$ cat config.mk
export PLATFORM = sky130hd
export DESIGN_NAME = down_timer_flat
export DESIGN_NICKNAME = d
export VERILOG_FILES = /design/src/rtl/down_timer_pkg.sv /design/src/rtl/down_timer_if.sv /design/src/rtl/down_timer_prescaler.sv /design/src/rtl/down_timer.sv /design/src/flat_wrapper.sv
export SDC_FILE = /design/constraint.sdc
export NUM_CORES = 1
export LEC_CHECK = 0
export ABC_CLOCK_PERIOD_IN_PS = 3250
export CAP_MARGIN = 20
export CORE_AREA = 2 2 83 85
export CTS_CLUSTER_SIZE = 40
export DETAILED_ROUTE_END_ITERATION = 10
export DIE_AREA = 0 0 85 87
export DONT_BUFFER_PORTS = 1
export PLACE_DENSITY = 0.82
export SETUP_SLACK_MARGIN = 0.02
export SLEW_MARGIN = 0
export SYNTH_ARGS = -nofsm -noshare
export SYNTH_HDL_FRONTEND = slang
export SYNTH_SLANG_ARGS = --single-unit
$ cat constraint.sdc
create_clock -name clk -period 3.25 [get_ports clk]
set_input_delay 0.975 -clock clk [delete_from_list [all_inputs] [get_ports clk]]
set_output_delay 0.975 -clock clk [all_outputs]
set_load 0.01 [all_outputs]
$ cat src/rtl/down_timer_pkg.sv
// timer_pkg: shared state encoding and parameter defaults for the down_timer
// slice (down_timer, down_timer_if, timer_prescaler).
package timer_pkg;

  typedef enum logic [1:0] {
    T_IDLE,
    T_RUN,
    T_DONE
  } timer_state_t;

  localparam int TIMER_WIDTH_DEFAULT          = 32;
  localparam int TIMER_PRESCALE_WIDTH_DEFAULT = 8;

endpackage

$ cat src/rtl/down_timer_if.sv
// down_timer_if: control/status bundle between a timer user (master) and the
// down_timer (slave). The prescale field exists only when TIMER_PRESCALER_EN
// is defined.
interface down_timer_if
  import timer_pkg::*;
#(
  parameter int WIDTH = TIMER_WIDTH_DEFAULT
`ifdef TIMER_PRESCALER_EN
  , parameter int PRESCALE_WIDTH = TIMER_PRESCALE_WIDTH_DEFAULT
`endif
);

  logic             start;
  logic [WIDTH-1:0] load_value;
  logic             periodic;
  logic             stop;
  logic             tick;
  logic             ack;
`ifdef TIMER_PRESCALER_EN
  logic [PRESCALE_WIDTH-1:0] prescale;
`endif
  logic [WIDTH-1:0] q;
  logic             busy;
  logic             expired;
  logic             pending;
  logic             overrun;

  modport master (
`ifdef TIMER_PRESCALER_EN
    output prescale,
`endif
    output start, load_value, periodic, stop, tick, ack,
    input  q, busy, expired, pending, overrun
  );

  modport slave (
`ifdef TIMER_PRESCALER_EN
    input  prescale,
`endif
    input  start, load_value, periodic, stop, tick, ack,
    output q, busy, expired, pending, overrun
  );

endinterface

$ cat src/rtl/down_timer_prescaler.sv
// timer_prescaler: divides raw ticks so that every (prescale+1)th raw tick
// seen while enabled becomes one effective tick. prescale=0 passes ticks
// straight through. Only compiled with TIMER_PRESCALER_EN.
`ifdef TIMER_PRESCALER_EN
module timer_prescaler
  import timer_pkg::*;
#(
  parameter int PRESCALE_WIDTH = TIMER_PRESCALE_WIDTH_DEFAULT
) (
  input  logic                      clk,
  input  logic                      reset,
  input  logic                      clear_i,
  input  logic                      enable_i,
  input  logic                      tick_i,
  input  logic [PRESCALE_WIDTH-1:0] prescale_i,
  output logic                      tick_o
);

  logic [PRESCALE_WIDTH-1:0] cnt_q, cnt_d;

  // Count raw ticks; >= keeps the divider from running away if prescale
  // is lowered below the current count mid-run.
  always_comb begin
    cnt_d  = cnt_q;
    tick_o = 1'b0;
    if (clear_i) begin
      cnt_d = '0;
    end else if (enable_i && tick_i) begin
      if (cnt_q >= prescale_i) begin
        cnt_d  = '0;
        tick_o = 1'b1;
      end else begin
        cnt_d = cnt_q + PRESCALE_WIDTH'(1);
      end
    end
  end

  // Prescale count register.
  always_ff @(posedge clk or posedge reset) begin
    if (reset) cnt_q <= '0;
    else       cnt_q <= cnt_d;
  end

endmodule
`endif

$ cat src/rtl/down_timer.sv
// down_timer: loadable down-counting timer with one-shot and periodic
// (auto-reload) modes, a one-cycle expiry pulse, a sticky pending flag and
// overrun detection. Defining TIMER_PRESCALER_EN adds the prescale field and
// a raw-tick prescaler in front of the decrement.
//
// state  | meaning
// T_IDLE | not counting; q holds its last value
// T_RUN  | counting down on qualified ticks; busy=1
// T_DONE | one-shot expired; q==0, waiting for ack or start
module down_timer
  import timer_pkg::*;
#(
  parameter int WIDTH = TIMER_WIDTH_DEFAULT
`ifdef TIMER_PRESCALER_EN
  , parameter int PRESCALE_WIDTH = TIMER_PRESCALE_WIDTH_DEFAULT
`endif
) (
  input  logic        clk,
  input  logic        reset,
  down_timer_if.slave bus
);

  localparam logic [WIDTH-1:0] ONE = WIDTH'(1);

  timer_state_t     state_q;
  logic [WIDTH-1:0] q_q;
  logic [WIDTH-1:0] reload_q;
  logic             periodic_q;
  logic             expired_q;
  logic             pending_q;
  logic             overrun_q;
  logic             eff_tick;

`ifdef TIMER_PRESCALER_EN
  timer_prescaler #(
    .PRESCALE_WIDTH (PRESCALE_WIDTH)
  ) u_prescaler (
    .clk        (clk),
    .reset      (reset),
    .clear_i    (bus.start | bus.stop),
    .enable_i   (state_q == T_RUN),
    .tick_i     (bus.tick),
    .prescale_i (bus.prescale),
    .tick_o     (eff_tick)
  );
`else
  assign eff_tick = bus.tick;
`endif

  // Main FSM: start beats everything, stop beats a tick, and an expiry in
  // the same cycle as ack keeps pending set (later assignment wins).
  always_ff @(posedge clk or posedge reset) begin
    if (reset) begin
      state_q    <= T_IDLE;
      q_q        <= '0;
      reload_q   <= '0;
      periodic_q <= 1'b0;
      expired_q  <= 1'b0;
      pending_q  <= 1'b0;
      overrun_q  <= 1'b0;
    end else begin
      expired_q <= 1'b0;
      if (bus.ack) begin
        pending_q <= 1'b0;
        overrun_q <= 1'b0;
      end
      if (bus.start) begin
        q_q        <= bus.load_value;
        reload_q   <= bus.load_value;
        periodic_q <= bus.periodic;
        state_q    <= T_RUN;
      end else begin
        case (state_q)
          T_RUN: begin
            if (bus.stop) begin
              state_q <= T_IDLE;
            end else if (eff_tick) begin
              if (q_q > ONE) begin
                q_q <= q_q - ONE;
              end else begin
                // q==1, or q==0 left over from a zero load
                expired_q <= 1'b1;
                pending_q <= 1'b1;
                overrun_q <= overrun_q | (pending_q & ~bus.ack);
                if (periodic_q && (reload_q != '0)) begin
                  q_q <= reload_q;
                end else begin
                  q_q     <= '0;
                  state_q <= T_DONE;
                end
              end
            end
          end
          T_DONE: begin
            if (bus.ack) state_q <= T_IDLE;
          end
          default: ;
        endcase
      end
    end
  end

  assign bus.q       = q_q;
  assign bus.busy    = (state_q == T_RUN);
  assign bus.expired = expired_q;
  assign bus.pending = pending_q;
  assign bus.overrun = overrun_q;

endmodule

$ cat src/flat_wrapper.sv
// flat-port wrapper written by rule: the top's interface ports become plain ports
module down_timer_flat import timer_pkg::*;
#(
  parameter int WIDTH = TIMER_WIDTH_DEFAULT

)
  (clk, reset, bus_start, bus_load_value, bus_periodic, bus_stop, bus_tick, bus_ack, bus_q, bus_busy, bus_expired, bus_pending, bus_overrun);
  down_timer_if #(.WIDTH(WIDTH)) bus_i ();
  input  logic clk;
  input  logic reset;
  input wire logic [$bits(bus_i.start)-1:0] bus_start;
  input wire logic [$bits(bus_i.load_value)-1:0] bus_load_value;
  input wire logic [$bits(bus_i.periodic)-1:0] bus_periodic;
  input wire logic [$bits(bus_i.stop)-1:0] bus_stop;
  input wire logic [$bits(bus_i.tick)-1:0] bus_tick;
  input wire logic [$bits(bus_i.ack)-1:0] bus_ack;
  output wire logic [$bits(bus_i.q)-1:0] bus_q;
  output wire logic [$bits(bus_i.busy)-1:0] bus_busy;
  output wire logic [$bits(bus_i.expired)-1:0] bus_expired;
  output wire logic [$bits(bus_i.pending)-1:0] bus_pending;
  output wire logic [$bits(bus_i.overrun)-1:0] bus_overrun;
  assign bus_i.start = bus_start;
  assign bus_i.load_value = bus_load_value;
  assign bus_i.periodic = bus_periodic;
  assign bus_i.stop = bus_stop;
  assign bus_i.tick = bus_tick;
  assign bus_i.ack = bus_ack;
  assign bus_q = bus_i.q;
  assign bus_busy = bus_i.busy;
  assign bus_expired = bus_i.expired;
  assign bus_pending = bus_i.pending;
  assign bus_overrun = bus_i.overrun;
  down_timer #(.WIDTH(WIDTH)) u_core (.clk(clk), .reset(reset), .bus(bus_i));
endmodule
==> Implementation_results.wiki <==
{| class="wikitable"
! Metric !! Value
|-
| Number of hold-repair buffers added at the cts stage || 0
|-
| Average vias per placed instance || around 7.5
|-
| Die Span X || ~85 µm
|-
| Number of DRC violations after detailed-routing iteration 0 || about 500
|-
| Worst slew margin || a little under half
|-
| Worst hold endpoint || u_core.bus.q[18]$_DFFE_PP0P_
|-
| Worst-Margin Slew || about 810 ps
|-
| Met3 track utilization from global routing || between 10% and 20%
|-
| Antenna violations before repair || 0
|-
| Synthesized area divided by synthesized cell count || around 9.9 µm²
|-
| Clock latency at the later pin of the worst-skew pair || roughly 360 ps
|-
| Area of the die || approximately 0.0074 mm²
|-
| Filler cell count in the final layout || just over 500
|-
| Min-Delay Startpoint || u_core.reload_q[18]$_DFFE_PP0P_
|-
| Placeable Area || around 0.0066 mm²
|-
| Area growth from synthesis to final layout || 8.96%
|-
| H-Tree Level Count || 3
|-
| Clock tree from TritonCTS || yes
|-
| Finished layout cell area || 0.00443 mm²
|-
| Clock root buffer || clkbuf_8
|-
| Sink Count || 70
|-
| Number of synthesized flops with an enable pin || 0
|-
| Via count of the first global-routing pass || ~3700
|-
| Met2 routing resource usage after global routing || about half
|-
| Share of the yosys chip area belonging to registers || 43.1%
|-
| Synth area leader || dfrtp_1
|-
| Chip Height || between 80 and 90 µm
|-
| Global-route wire length before repair || 19000 µm
|-
| Setup slack of the critical path after layout || between 300 and 400 ps
|-
| Synthesized area || about 0.0041 mm²
|-
| Largest net degree at the start of global routing || 73
|-
| Most used routing layer in global routing || met2
|-
| Total CTS buffers || 9
|-
| Setup Total Neg Slack || 0 ps
|-
| Synthesized Nets || between 400 and 500
|-
| Post-layout min period || ~2900 ps
|-
| Met1 Use GR || 43.6%
|-
| Number of cell instances on the worst register-to-register path || 6
|-
| Remaining global-route overflow || 0
|-
| Maximum clock path buffer count || 2
|-
| Total of endpoints with negative setup slack in the final report || 0
|-
| Worst hold-check path type || reg2reg
|-
| Estimated wirelength of the detail-placed design || between 8000 and 9000 µm
|-
| Critical Path End Type || register
|-
| Number of instances resized during post-cts repair || 0
|-
| Antenna diodes || 0
|-
| Placed cell areas || roughly 0.0042 mm²
|-
| Most numerous cell in the Yosys netlist || dfrtp_1
|-
| DR DRC count || 0
|-
| Fraction of the cycle the final worst path needs || around 89%
|-
| Input/output buffers || 0
|-
| Count of maximum capacitance violations || 0
|-
| Setup fix buffers added after clock tree synthesis || 0
|-
| Post-Route Utilization || 67.4%
|-
| Maximum VDD drop || 292 µV
|-
| Data required time of the worst path || ~3500 ps
|-
| Launching element type of the critical path || register
|-
| Starting density of the core || around three fifths
|-
| Remaining antenna violation count after routing || 0
|-
| Overall global routing resource usage || approximately a third
|-
| Reg-to-reg critical path startpoint || u_core.bus.q[6]$_DFFE_PP0P_
|-
| Max Transition Viols Final || 0
|-
| Outcome || complete, no violations
|-
| Share of flip-flops with an asynchronous set or reset || 100%
|-
| Hold violation count in the final report || 0
|-
| Leakage power summed over all cells || 1.74 nW
|-
| Synth top cells by count || 70 x dfrtp_1, 30 x nand2_1, 26 x mux2_2, 22 x nor4_1, 22 x o21ai_0
|-
| Post-route total power || approximately 2.2 mW
|-
| Cells taking the most area after synthesis || dfrtp_1 43%, mux2_2 7.2%, nor4_1 3.4%, nand2_1 2.8%, o21ai_0 2.7%
|-
| Crit path kind || reg2reg
|-
| Area share of the largest cell type after synthesis || around 43%
|-
| Weighted congestion reported at the end of routability-driven placement || roughly 0.95
|-
| Worst Skew || between 10 and 15 ps
|-
| Post-CTS clock slew at the launch and capture registers of the worst setup and hold paths || roughly 70 ps
|-
| Number of cells after detailed placement || 487
|-
| Hold depth || 1
|-
| # IOs || 75
|-
| Share of layout cells above drive strength 1 || between 10% and 20%
|-
| CP Data Arrival Time || 3130 ps
|-
| Maximum fanout along the worst path || 11
|-
| RSZ-0062 raised after global routing || false
|-
| Most used flip-flop cell after synthesis || dfrtp_1
|-
| Destination of the worst register-to-register timing path || u_core.bus.q[14]$_DFFE_PP0P_
|-
| Number of register bits inferred by synthesis || 70
|-
| Yosys cell types || 62
|-
| Power density normalized to cell area || 488 mW/mm²
|-
| Post-layout net count || 459
|-
| R2r setup slk || between 300 and 400 ps
|-
| Core Rows || 30
|-
| Number of vias in the routed layout || between 3000 and 4000
|-
| Number of standard cells after synthesis || between 400 and 500
|-
| Routed wire length || roughly 12000 µm
|-
| Post-route worst hold slack || just over 500 ps
|-
| DP Worst Slack || between 400 and 500 ps
|-
| Upper clock frequency limit || ~0.35 GHz
|-
| Post-detailed-route wirelength per cell || around 24 µm
|-
| Number of synthesis warnings || 0
|-
| First-pass detailed-route iteration total || 6
|-
| Final std cells w/o fill || a little over 500
|}
logic make-up after synthesis:
group | count (synthesis) | share of synthesized area (%)
xor gates and xnor gates | 2 | 0.431
DFF | 70 | 43.1
buffers and inverters | 45 | 5.11
muxes | 32 | 8.69
adders and majority gates | 2 | 0.616
AOI/OAI and AO/OA | 110 | 20.0
and+or+nand+nor | 150 | 22.1
placed cells by master, fill, tap and decap left out, types with 6 or more instances in the layout:
cell      count
o21ai_0      22
a222oi_1      6
nor4_1       22
a22o_1        9
mux2_2       26
nor3_1       15
or4_1        12
nand4_1      12
clkbuf_8     14
a21oi_1      14
inv_1        14
nand3_1      18
nor2_1        9
a211o_1       9
or3_1         9
dfrtp_1      70
nand2_1      30
mux2i_1       6
buf_4        25
state kept, by name, summed over array words and instances, names as in the netlist:
name                flops
u_core.bus.expired      1
u_core.bus.overrun      1
u_core.bus.pending      1
u_core.bus.q           32
u_core.periodic_q       1
u_core.reload_q        32
u_core.state_q          2
critical path, stage by stage (launching register included):
cell     delay, ps
dfrtp_1        500
or4_1          580
or4_4          640
o31ai_4        440
buf_4          250
o21ai_0        100
a22o_1         260
layer usage:
layer	part of all wire, %	vias up
li1	-	1623
met2	46	265
met5	0	-
met4	3.6	0
met3	12	45
met1	38	1845
how the worst max path moves through the flow:
stage,start,endpoint
4_1_cts,u_core.bus.q[6]$_DFFE_PP0P_,u_core.bus.q[14]$_DFFE_PP0P_
6_report,u_core.bus.q[6]$_DFFE_PP0P_,u_core.bus.q[14]$_DFFE_PP0P_
3_3_place_gp,u_core.bus.q[14]$_DFFE_PP0P_,u_core.bus.q[14]$_DFFE_PP0P_
3_5_place_dp,u_core.bus.q[14]$_DFFE_PP0P_,u_core.bus.q[4]$_DFFE_PP0P_
2_1_floorplan,reset,u_core.bus.expired$_DFF_PP0_
5_1_grt,u_core.bus.q[8]$_DFFE_PP0P_,u_core.bus.q[14]$_DFFE_PP0P_
where the power goes:
group	internal [mW]	total, mW	leakage [nW]	switching, mW
combinational	0.151	0.337	0.814	0.186
clock	0.381	0.719	0.105	0.339
sequential	0.961	1.10	0.821	0.140
cell type report:
class	instances	area, µm²	share of cell area, %
clock buffer	14	193	4.35
sequential	70	1750	39.6
tap	80	100	2.26
multi-input combinational	296	2100	47.6
inverter	15	56.3	1.27
timing repair buffer	26	208	4.69
clock inverter	2	12.5	0.283
Power figures use the tool's default switching activity.
